===== config.mk =====
export PLATFORM = sky130hd
export DESIGN_NAME = pipe_bus_ctrl_flat
export DESIGN_NICKNAME = d
export VERILOG_FILES = /design/src/rtl/pipe_bus_ctrl_if.sv /design/src/rtl/pipe_bus_ctrl.sv /design/src/flat_wrapper.sv
export SDC_FILE = /design/constraint.sdc
export NUM_CORES = 1
export LEC_CHECK = 0
export BUFFER_PORTS_ARGS = -buffer_cell sky130_fd_sc_hd__buf_2
export CAP_MARGIN = 20
export CORE_UTILIZATION = 50
export CTS_BUF_LIST = sky130_fd_sc_hd__clkbuf_8
export DETAILED_ROUTE_END_ITERATION = 8
export HOLD_SLACK_MARGIN = 0.08
export PLACE_DENSITY = 0.89
export SYNTH_ARGS = -nofsm -noshare
export SYNTH_HDL_FRONTEND = slang
export SYNTH_SLANG_ARGS = --single-unit
export TNS_END_PERCENT = 100

===== constraint.sdc =====
create_clock -name clk -period 4 [get_ports clk]
set_input_delay 0.2 -clock clk [delete_from_list [all_inputs] [get_ports clk]]
set_output_delay 0.2 -clock clk [all_outputs]
set_load 0.02 [all_outputs]

===== src/rtl/pipe_bus_ctrl_if.sv =====
// ---------------------------------------------------------------------------
// pipe_bus_ctrl_if
//   Shared memory-bus handshake between the pipeline sequencer, the two bus
//   requesters (instruction fetch and mem stage) and the memory itself.
//
//   Requester side (driven toward the controller):
//     if_bus_req / if_bus_addr               fetch request, held until if_bus_done
//     mem_bus_req / mem_bus_addr / mem_bus_we data request, held until mem_bus_done
//     bus_ack                                memory completes current transfer
//   Controller side (driven by pipe_bus_ctrl):
//     bus_req / bus_addr / bus_we            transfer currently on the bus
//     if_bus_done / mem_bus_done             one-cycle completion pulses
//     bus_timeout                            one-cycle pulse with done on abort
//
//   Modports:
//     master  the controller (pipe_bus_ctrl)
//     slave   requesters plus memory
// ---------------------------------------------------------------------------
interface pipe_bus_ctrl_if;
  logic        if_bus_req;
  logic [31:0] if_bus_addr;
  logic        mem_bus_req;
  logic [31:0] mem_bus_addr;
  logic        mem_bus_we;
  logic        bus_ack;

  logic        bus_req;
  logic [31:0] bus_addr;
  logic        bus_we;
  logic        if_bus_done;
  logic        mem_bus_done;
  logic        bus_timeout;

  modport master (
    input  if_bus_req, if_bus_addr, mem_bus_req, mem_bus_addr, mem_bus_we, bus_ack,
    output bus_req, bus_addr, bus_we, if_bus_done, mem_bus_done, bus_timeout
  );

  modport slave (
    output if_bus_req, if_bus_addr, mem_bus_req, mem_bus_addr, mem_bus_we, bus_ack,
    input  bus_req, bus_addr, bus_we, if_bus_done, mem_bus_done, bus_timeout
  );
endinterface


===== src/rtl/pipe_bus_ctrl.sv =====
// ---------------------------------------------------------------------------
// pipe_bus_ctrl
//   Pipeline sequencer for the 6-stage core (pc, if, id, ex, mem, wb).
//   - Arbitrates the single shared memory bus between instruction fetch and
//     the mem stage (mem has priority).
//   - Generates the per-stage hold vector stall[5:0]. stall[1]=1 with
//     stall[2]=0 makes the if/id register insert a bubble.
//   - Sequences the exception / eret flush and supplies the redirect PC.
//
// Parameters
//   EXC_VECTOR  redirect PC for exceptions that are not eret
//   TIMEOUT     cycles a transfer may wait for bus_ack before abort (1..255)
//
// Ports
//   clk, rst        clock; synchronous active-high reset
//   stallreq_id     id-stage hazard stall request
//   stallreq_ex     ex-stage multi-cycle stall request
//   bus             pipe_bus_ctrl_if.master (requests, bus, done pulses)
//   except_valid    mem stage reports exception/eret (level)
//   except_eret     qualifies except_valid: 1 = eret
//   cp0_epc         eret return address
//   stall[5:0]      per-stage hold vector (combinational)
//   flush           one-cycle pipeline flush (registered)
//   new_pc          redirect PC, valid while flush=1 (registered)
// ---------------------------------------------------------------------------
module pipe_bus_ctrl #(
  parameter logic [31:0] EXC_VECTOR = 32'h0000_0020,
  parameter int          TIMEOUT    = 255
) (
  input  logic                   clk,
  input  logic                   rst,
  input  logic                   stallreq_id,
  input  logic                   stallreq_ex,
  pipe_bus_ctrl_if.master        bus,
  input  logic                   except_valid,
  input  logic                   except_eret,
  input  logic [31:0]            cp0_epc,
  output logic [5:0]             stall,
  output logic                   flush,
  output logic [31:0]            new_pc
);

  typedef enum logic [1:0] {
    ST_IDLE     = 2'd0,
    ST_IF_XFER  = 2'd1,
    ST_MEM_XFER = 2'd2,
    ST_FLUSH    = 2'd3
  } state_t;

  // Counter value seen in the last permitted wait cycle: a transfer that has
  // not been acked by the end of its TIMEOUT-th bus cycle is aborted.
  localparam logic [7:0] TMO_LAST = 8'(TIMEOUT - 1);

  state_t     state;
  logic [7:0] tmo_cnt;
  logic       flush_pending;

  logic       if_eligible;
  logic       mem_eligible;
  logic       xfer_abort;
  logic       xfer_end;
  logic       exc_capture;

  // A requester keeps its req high during the cycle its done pulses, so it
  // must not be granted again in that cycle.
  assign if_eligible  = bus.if_bus_req  & ~bus.if_bus_done;
  assign mem_eligible = bus.mem_bus_req & ~bus.mem_bus_done;

  // Ack on the last permitted cycle wins over the abort.
  assign xfer_abort   = ~bus.bus_ack & (tmo_cnt == TMO_LAST);
  assign xfer_end     = bus.bus_ack | xfer_abort;

  // One exception is captured at a time; the FLUSH cycle itself is blind so
  // the level-sensitive request from the flushed mem stage is not re-taken.
  assign exc_capture  = except_valid & ~flush_pending & (state != ST_FLUSH);

  // NOTE: every register below is assigned with <= so all of them update
  // together from the values present before the edge; blocking assignments
  // here would let later statements see half-updated state.
  always_ff @(posedge clk) begin
    // NOTE: reset is synchronous and only touches control/status flops; the
    // block holds no storage arrays, so nothing needs a reset loop.
    if (rst) begin
      state            <= ST_IDLE;
      tmo_cnt          <= 8'd0;
      flush_pending    <= 1'b0;
      flush            <= 1'b0;
      new_pc           <= 32'd0;
      bus.bus_req      <= 1'b0;
      bus.bus_addr     <= 32'd0;
      bus.bus_we       <= 1'b0;
      bus.if_bus_done  <= 1'b0;
      bus.mem_bus_done <= 1'b0;
      bus.bus_timeout  <= 1'b0;
    end else begin
      // Pulse outputs default low; the branches below raise them for a cycle.
      bus.if_bus_done  <= 1'b0;
      bus.mem_bus_done <= 1'b0;
      bus.bus_timeout  <= 1'b0;
      flush            <= 1'b0;

      if (exc_capture) begin
        flush_pending <= 1'b1;
        new_pc        <= except_eret ? cp0_epc : EXC_VECTOR;
      end

      case (state)
        ST_IDLE: begin
          if (flush_pending) begin
            state <= ST_FLUSH;
            flush <= 1'b1;
          end else if (mem_eligible) begin
            state        <= ST_MEM_XFER;
            bus.bus_req  <= 1'b1;
            bus.bus_addr <= bus.mem_bus_addr;
            bus.bus_we   <= bus.mem_bus_we;
            tmo_cnt      <= 8'd0;
          end else if (if_eligible) begin
            state        <= ST_IF_XFER;
            bus.bus_req  <= 1'b1;
            bus.bus_addr <= bus.if_bus_addr;
            bus.bus_we   <= 1'b0;
            tmo_cnt      <= 8'd0;
          end
        end

        ST_IF_XFER, ST_MEM_XFER: begin
          if (xfer_end) begin
            state       <= ST_IDLE;
            bus.bus_req <= 1'b0;
            if (state == ST_MEM_XFER) begin
              bus.mem_bus_done <= 1'b1;
              bus.bus_timeout  <= xfer_abort;
            end else if (!flush_pending) begin
              // A fetch that overlaps a pending flush is discarded silently.
              bus.if_bus_done <= 1'b1;
              bus.bus_timeout <= xfer_abort;
            end
          end else begin
            tmo_cnt <= tmo_cnt + 8'd1;
          end
        end

        ST_FLUSH: begin
          state         <= ST_IDLE;
          flush_pending <= 1'b0;
        end

        default: state <= ST_IDLE;
      endcase
    end
  end

  // Hold vector, highest priority first. Bit n holds stage n
  // (0=pc, 1=if, 2=id, 3=ex, 4=mem, 5=wb).
  // NOTE: stall gets a default before the if-chain so every path assigns it
  // and no latch is inferred.
  always_comb begin
    stall = 6'b000000;
    if (flush)
      stall = 6'b000000;
    else if (flush_pending)
      stall = 6'b111111;
    else if (bus.mem_bus_req && !bus.mem_bus_done)
      stall = 6'b011111;
    else if (stallreq_ex)
      stall = 6'b001111;
    else if (stallreq_id)
      stall = 6'b000111;
    else if (bus.if_bus_req && !bus.if_bus_done)
      stall = 6'b000011;
  end

endmodule


===== src/flat_wrapper.sv =====
// flat-port wrapper written by rule: the top's interface ports become plain ports
module pipe_bus_ctrl_flat 
#(
  parameter logic [31:0] EXC_VECTOR = 32'h0000_0020,
  parameter int          TIMEOUT    = 255
)
  (clk, rst, stallreq_id, stallreq_ex, except_valid, except_eret, cp0_epc, stall, flush, new_pc, bus_if_bus_req, bus_if_bus_addr, bus_mem_bus_req, bus_mem_bus_addr, bus_mem_bus_we, bus_bus_ack, bus_bus_req, bus_bus_addr, bus_bus_we, bus_if_bus_done, bus_mem_bus_done, bus_bus_timeout);
  pipe_bus_ctrl_if bus_i ();
  input  logic clk;
  input  logic rst;
  input  logic stallreq_id;
  input  logic stallreq_ex;
  input  logic except_valid;
  input  logic except_eret;
  input  logic [31:0] cp0_epc;
  output logic [5:0] stall;
  output logic flush;
  output logic [31:0] new_pc;
  input wire logic [$bits(bus_i.if_bus_req)-1:0] bus_if_bus_req;
  input wire logic [$bits(bus_i.if_bus_addr)-1:0] bus_if_bus_addr;
  input wire logic [$bits(bus_i.mem_bus_req)-1:0] bus_mem_bus_req;
  input wire logic [$bits(bus_i.mem_bus_addr)-1:0] bus_mem_bus_addr;
  input wire logic [$bits(bus_i.mem_bus_we)-1:0] bus_mem_bus_we;
  input wire logic [$bits(bus_i.bus_ack)-1:0] bus_bus_ack;
  output wire logic [$bits(bus_i.bus_req)-1:0] bus_bus_req;
  output wire logic [$bits(bus_i.bus_addr)-1:0] bus_bus_addr;
  output wire logic [$bits(bus_i.bus_we)-1:0] bus_bus_we;
  output wire logic [$bits(bus_i.if_bus_done)-1:0] bus_if_bus_done;
  output wire logic [$bits(bus_i.mem_bus_done)-1:0] bus_mem_bus_done;
  output wire logic [$bits(bus_i.bus_timeout)-1:0] bus_bus_timeout;
  assign bus_i.if_bus_req = bus_if_bus_req;
  assign bus_i.if_bus_addr = bus_if_bus_addr;
  assign bus_i.mem_bus_req = bus_mem_bus_req;
  assign bus_i.mem_bus_addr = bus_mem_bus_addr;
  assign bus_i.mem_bus_we = bus_mem_bus_we;
  assign bus_i.bus_ack = bus_bus_ack;
  assign bus_bus_req = bus_i.bus_req;
  assign bus_bus_addr = bus_i.bus_addr;
  assign bus_bus_we = bus_i.bus_we;
  assign bus_if_bus_done = bus_i.if_bus_done;
  assign bus_mem_bus_done = bus_i.mem_bus_done;
  assign bus_bus_timeout = bus_i.bus_timeout;
  pipe_bus_ctrl #(.EXC_VECTOR(EXC_VECTOR), .TIMEOUT(TIMEOUT)) u_core (.clk(clk), .rst(rst), .stallreq_id(stallreq_id), .stallreq_ex(stallreq_ex), .bus(bus_i), .except_valid(except_valid), .except_eret(except_eret), .cp0_epc(cp0_epc), .stall(stall), .flush(flush), .new_pc(new_pc));
endmodule

==> impl_metrics.xml <==
<?xml version="1.0" encoding="UTF-8"?>
<metrics>
  <group name="status">
    <metric name="outcome" unit="">complete, no violations</metric>
  </group>
  <group name="power_and_ir_drop">
    <metric name="share_clk_of_total_power" unit="">0.257</metric>
    <metric name="netSwitchingPower" unit="mW">0.8055</metric>
    <metric name="comb_power_share" unit="">0.313</metric>
    <metric name="switching_share" unit="">0.3568</metric>
    <metric name="vdd.ir_drop.worst" unit="mV">0.2437</metric>
    <metric name="total_leakage_power" unit="nW">2.091</metric>
    <metric name="p_int" unit="mW">1.452</metric>
    <metric name="power-per-cell-area" unit="nW/um^2">494.3</metric>
    <metric name="fin_total_pwr" unit="mW">2.258</metric>
    <metric name="portion_of_total_power_attributed_to_sequential_cells" unit="">0.430</metric>
  </group>
  <group name="detailed_routing">
    <metric name="ant_nets" unit="">0</metric>
    <metric name="drt-vias-per-instance" unit="">5.525</metric>
    <metric name="via_count" unit="">3757</metric>
    <metric name="drt_first_pass_iters" unit="">5</metric>
    <metric name="route.detailed.wl_per_inst" unit="um">14.28</metric>
    <metric name="drc" unit="">0</metric>
    <metric name="dr.first_iter.drc_count" unit="">205</metric>
    <metric name="postRouteWirelength" unit="um">9708</metric>
  </group>
  <group name="worst_setup_path">
    <metric name="r2r_end" unit="">u_core.bus.bus_addr[18]</metric>
    <metric name="crit_required" unit="ps">4230</metric>
    <metric name="worst_r2r_startpoint" unit="">u_core.state[0]</metric>
    <metric name="reg2reg_setup_slack" unit="ps">1810</metric>
    <metric name="arrival" unit="ps">2420</metric>
    <metric name="endpoint_kind" unit="">flip-flop</metric>
    <metric name="critPathKind" unit="">reg -&gt; reg</metric>
    <metric name="critPathMaxFanout" unit="">46</metric>
    <metric name="timing.critical_path.from_type" unit="">flip-flop</metric>
    <metric name="worst-r2r-cell-count" unit="">7</metric>
  </group>
  <group name="sta">
    <metric name="hold_viol" unit="">0</metric>
    <metric name="max-slew-margin-rel" unit="">0.3030</metric>
    <metric name="setup_viol" unit="">0</metric>
    <metric name="final.setup.tns" unit="ps">0</metric>
    <metric name="fmax" unit="MHz">457.4</metric>
    <metric name="slew_viol_final" unit="">0</metric>
    <metric name="max_slew.worst_pin.slew" unit="ps">1043</metric>
    <metric name="timing.final.ws_setup" unit="ps">1814</metric>
    <metric name="period_minus_slack" unit="ps">2186</metric>
    <metric name="post-route-period-util" unit="">0.5465</metric>
    <metric name="fin_worst_skew" unit="ps">15.17</metric>
    <metric name="rsz0062_at_grt" unit="">no</metric>
  </group>
  <group name="cts">
    <metric name="clock_tree.root_cell" unit="">sky130_fd_sc_hd__clkbuf_8</metric>
    <metric name="clkSinkCount" unit="">81</metric>
    <metric name="cts_tree" unit="">done</metric>
    <metric name="post_cts.repair.setup_buffers" unit="">0</metric>
    <metric name="cts.clk_slew.worst_paths" unit="ps">80</metric>
    <metric name="worstSkewPairLatency" unit="ps">340</metric>
    <metric name="htree_levels" unit="">3</metric>
    <metric name="ctsResizeCount" unit="">0</metric>
    <metric name="ctsLongestPathBuffers" unit="">2</metric>
    <metric name="cts.hold.buffers_added" unit="">0</metric>
    <metric name="cts_inserted_buffers" unit="">9</metric>
  </group>
  <group name="cells_and_area">
    <metric name="final_util" unit="">0.6992</metric>
    <metric name="antenna_cells" unit="">0</metric>
    <metric name="final_net_count" unit="">709</metric>
    <metric name="area.growth.synth_to_final" unit="%">31.72</metric>
    <metric name="layout.cells.non_filler" unit="">680</metric>
    <metric name="drive_above_1_share" unit="">0.3433</metric>
  </group>
  <group name="grt">
    <metric name="wire_length_of_the_first_global_routing_pass" unit="um">14750</metric>
    <metric name="globalRoute.totalOverflow" unit="">0</metric>
    <metric name="grt_pass1_vias" unit="">3352</metric>
    <metric name="total_global_route_track_usage" unit="">0.2517</metric>
    <metric name="grt_max_degree" unit="">48</metric>
    <metric name="antenna_found_initial" unit="">0</metric>
  </group>
  <group name="synthesis">
    <metric name="synth_enable_flop_cells" unit="">0</metric>
    <metric name="synth_top_cells_by_count" unit="">sky130_fd_sc_hd__nand2_1 (101), sky130_fd_sc_hd__dfxtp_1 (81), sky130_fd_sc_hd__a21oi_1 (44), sky130_fd_sc_hd__nor2_1 (43), sky130_fd_sc_hd__nand3_1 (34)</metric>
    <metric name="synthDominantCellAreaShare" unit="">0.4677</metric>
    <metric name="synth-async-reset-ratio" unit="">0</metric>
    <metric name="ys_seq_elements" unit="">81</metric>
    <metric name="synth-main-ff-cell" unit="">sky130_fd_sc_hd__dfxtp_1</metric>
    <metric name="sequential_fraction_of_the_synthesis_area" unit="">0.4677</metric>
    <metric name="library_cell_occupying_the_most_area_in_the_post_synthesis_netlist" unit="">sky130_fd_sc_hd__dfxtp_1</metric>
    <metric name="synthesis.instances" unit="">439</metric>
    <metric name="synth_fp_nets" unit="">550</metric>
    <metric name="synth_warnings" unit="">0</metric>
    <metric name="postSynthAreaPerCell" unit="um^2">7.898</metric>
    <metric name="post_synth_num_cell_types" unit="">37</metric>
    <metric name="synth.most_common_cell" unit="">sky130_fd_sc_hd__nand2_1</metric>
    <metric name="synth.top_cells.by_area" unit="">sky130_fd_sc_hd__dfxtp_1 (47%), sky130_fd_sc_hd__nand2_1 (11%), sky130_fd_sc_hd__a311oi_1 (8.1%), sky130_fd_sc_hd__a21oi_1 (6.4%), sky130_fd_sc_hd__nand3_1 (4.9%)</metric>
    <metric name="synthesis.area" unit="um^2">3467</metric>
  </group>
  <group name="worst_hold_path">
    <metric name="min_from" unit="">bus_bus_ack</metric>
    <metric name="timing.hold.worst.class" unit="">in -&gt; reg</metric>
    <metric name="worstHoldEndpoint" unit="">u_core.bus.bus_timeout</metric>
    <metric name="worstHoldPathCells" unit="">2</metric>
  </group>
  <group name="placed_design">
    <metric name="count_of_buffers_from_port_buffering" unit="">181</metric>
    <metric name="routabilityCongestion" unit="">0.8548</metric>
    <metric name="post-dp-hpwl" unit="um">6903</metric>
    <metric name="dpl_worst_slack" unit="ps">1734</metric>
    <metric name="place.detailed.instances" unit="">662</metric>
  </group>
  <group name="die">
    <metric name="design.die.area" unit="um^2">7271</metric>
    <metric name="die_h" unit="um">85.27</metric>
    <metric name="start_util" unit="">0.5308</metric>
    <metric name="io-pin-count" unit="">182</metric>
    <metric name="floorplan.core_area" unit="um^2">6531</metric>
    <metric name="rows" unit="">29</metric>
    <metric name="fp.dieW" unit="um">85.27</metric>
  </group>
  <group name="job">
    <metric name="maxCapViolations" unit="">0</metric>
  </group>
</metrics>
-- worst max-delay path by stage --
stage,from,endpoint,slack [ps]
floorplan,u_core.bus.mem_bus_done,stall[1],2140
global placement,u_core.state[0],u_core.tmo_cnt[1],1890
detailed placement,u_core.state[0],u_core.bus.bus_req,1730
CTS,u_core.state[0],u_core.bus.bus_req,1720
global route,u_core.state[0],u_core.bus.bus_addr[10],1630
finish,u_core.state[0],u_core.bus.bus_addr[18],1810
-- worst max-delay path, cell delays in order (launching register included) --
cell,delay (ps)
sky130_fd_sc_hd__dfxtp_1,330
sky130_fd_sc_hd__inv_1,80
sky130_fd_sc_hd__ha_1,220
sky130_fd_sc_hd__nand2b_1,140
sky130_fd_sc_hd__a21oi_4,450
sky130_fd_sc_hd__buf_4,480
sky130_fd_sc_hd__nor2_1,90
sky130_fd_sc_hd__a311oi_1,290
-- cell usage in the layout, fill, tap and decap left out, types with 5 or more instances in the layout --
cell | synthesis | routed
sky130_fd_sc_hd__nand2b_1 | 7 | 7
sky130_fd_sc_hd__ha_1 | 5 | 5
sky130_fd_sc_hd__or4_1 | 5 | 5
sky130_fd_sc_hd__inv_1 | 8 | 9
sky130_fd_sc_hd__buf_2 | 6 | 181
sky130_fd_sc_hd__nand3_1 | 34 | 34
sky130_fd_sc_hd__nand2_1 | 101 | 101
sky130_fd_sc_hd__nor2_1 | 43 | 43
sky130_fd_sc_hd__clkbuf_8 | 0 | 9
sky130_fd_sc_hd__dfxtp_1 | 81 | 81
sky130_fd_sc_hd__a21oi_1 | 44 | 43
sky130_fd_sc_hd__a311oi_1 | 32 | 32
sky130_fd_sc_hd__o31ai_1 | 5 | 5
-- state kept, by name, summed over array words and instances, names as in the netlist --
name and count:
u_core.bus.bus_addr 32, u_core.new_pc 32, u_core.tmo_cnt 8, u_core.state 2
u_core.bus.bus_req 1, u_core.bus.bus_timeout 1, u_core.bus.bus_we 1, u_core.bus.if_bus_done 1
u_core.bus.mem_bus_done 1, u_core.flush 1, u_core.flush_pending 1
-- power groups by stage --
stage | combinational (mW) | clock (mW) | sequential (mW)
4_1_cts | 0.694 | 0.593 | 0.970
2_1_floorplan | 0.361 | 0 | 1.10
3_5_place_dp | 0.692 | 0 | 0.988
5_1_grt | 0.773 | 0.629 | 0.981
6_report | 0.707 | 0.580 | 0.971
3_3_place_gp | 0.666 | 0 | 0.983
-- per-stage QoR --
step                      hold slack [ps]  area, um^2
after floorplan                     283.1        3467
after global placement              434.5        4340
after detailed placement            441.2        4340
after CTS                           84.55        4534
after global routing                89.19        4567
final                               104.0        4567
-- logic make-up after synthesis --
kind of cell	Yosys count	share of synthesized area
AO/OA/AOI/OAI	92	0.1790
adder cells (fa/ha/maj)	5	0.01804
buffers and inverters	47	0.05846
flip-flops	81	0.4677
multiplexers	2	0.005774
AND/OR/NAND/NOR	212	0.2710
-- area by class of cell --
class | instances | area (um^2)
Timing Repair Buffer | 187 | 968.4
Fill cell | 536 | 1964
Clock inverter | 7 | 70.07
Inverter | 8 | 30.03
Clock buffer | 9 | 123.9
Sequential cell | 81 | 1622
Multi-Input combinational cell | 311 | 1657
Tap cell | 77 | 96.34
-- per-layer routing --
layer	track usage	up-vias	share of wire
li1	-	1838	-
met4	0.09394	0	0.018
met1	0.3012	1729	0.41
met3	0.04961	17	0.072
met5	0	-	0
met2	0.4472	173	0.50
Note: power is estimated with default switching activity, not from simulation.
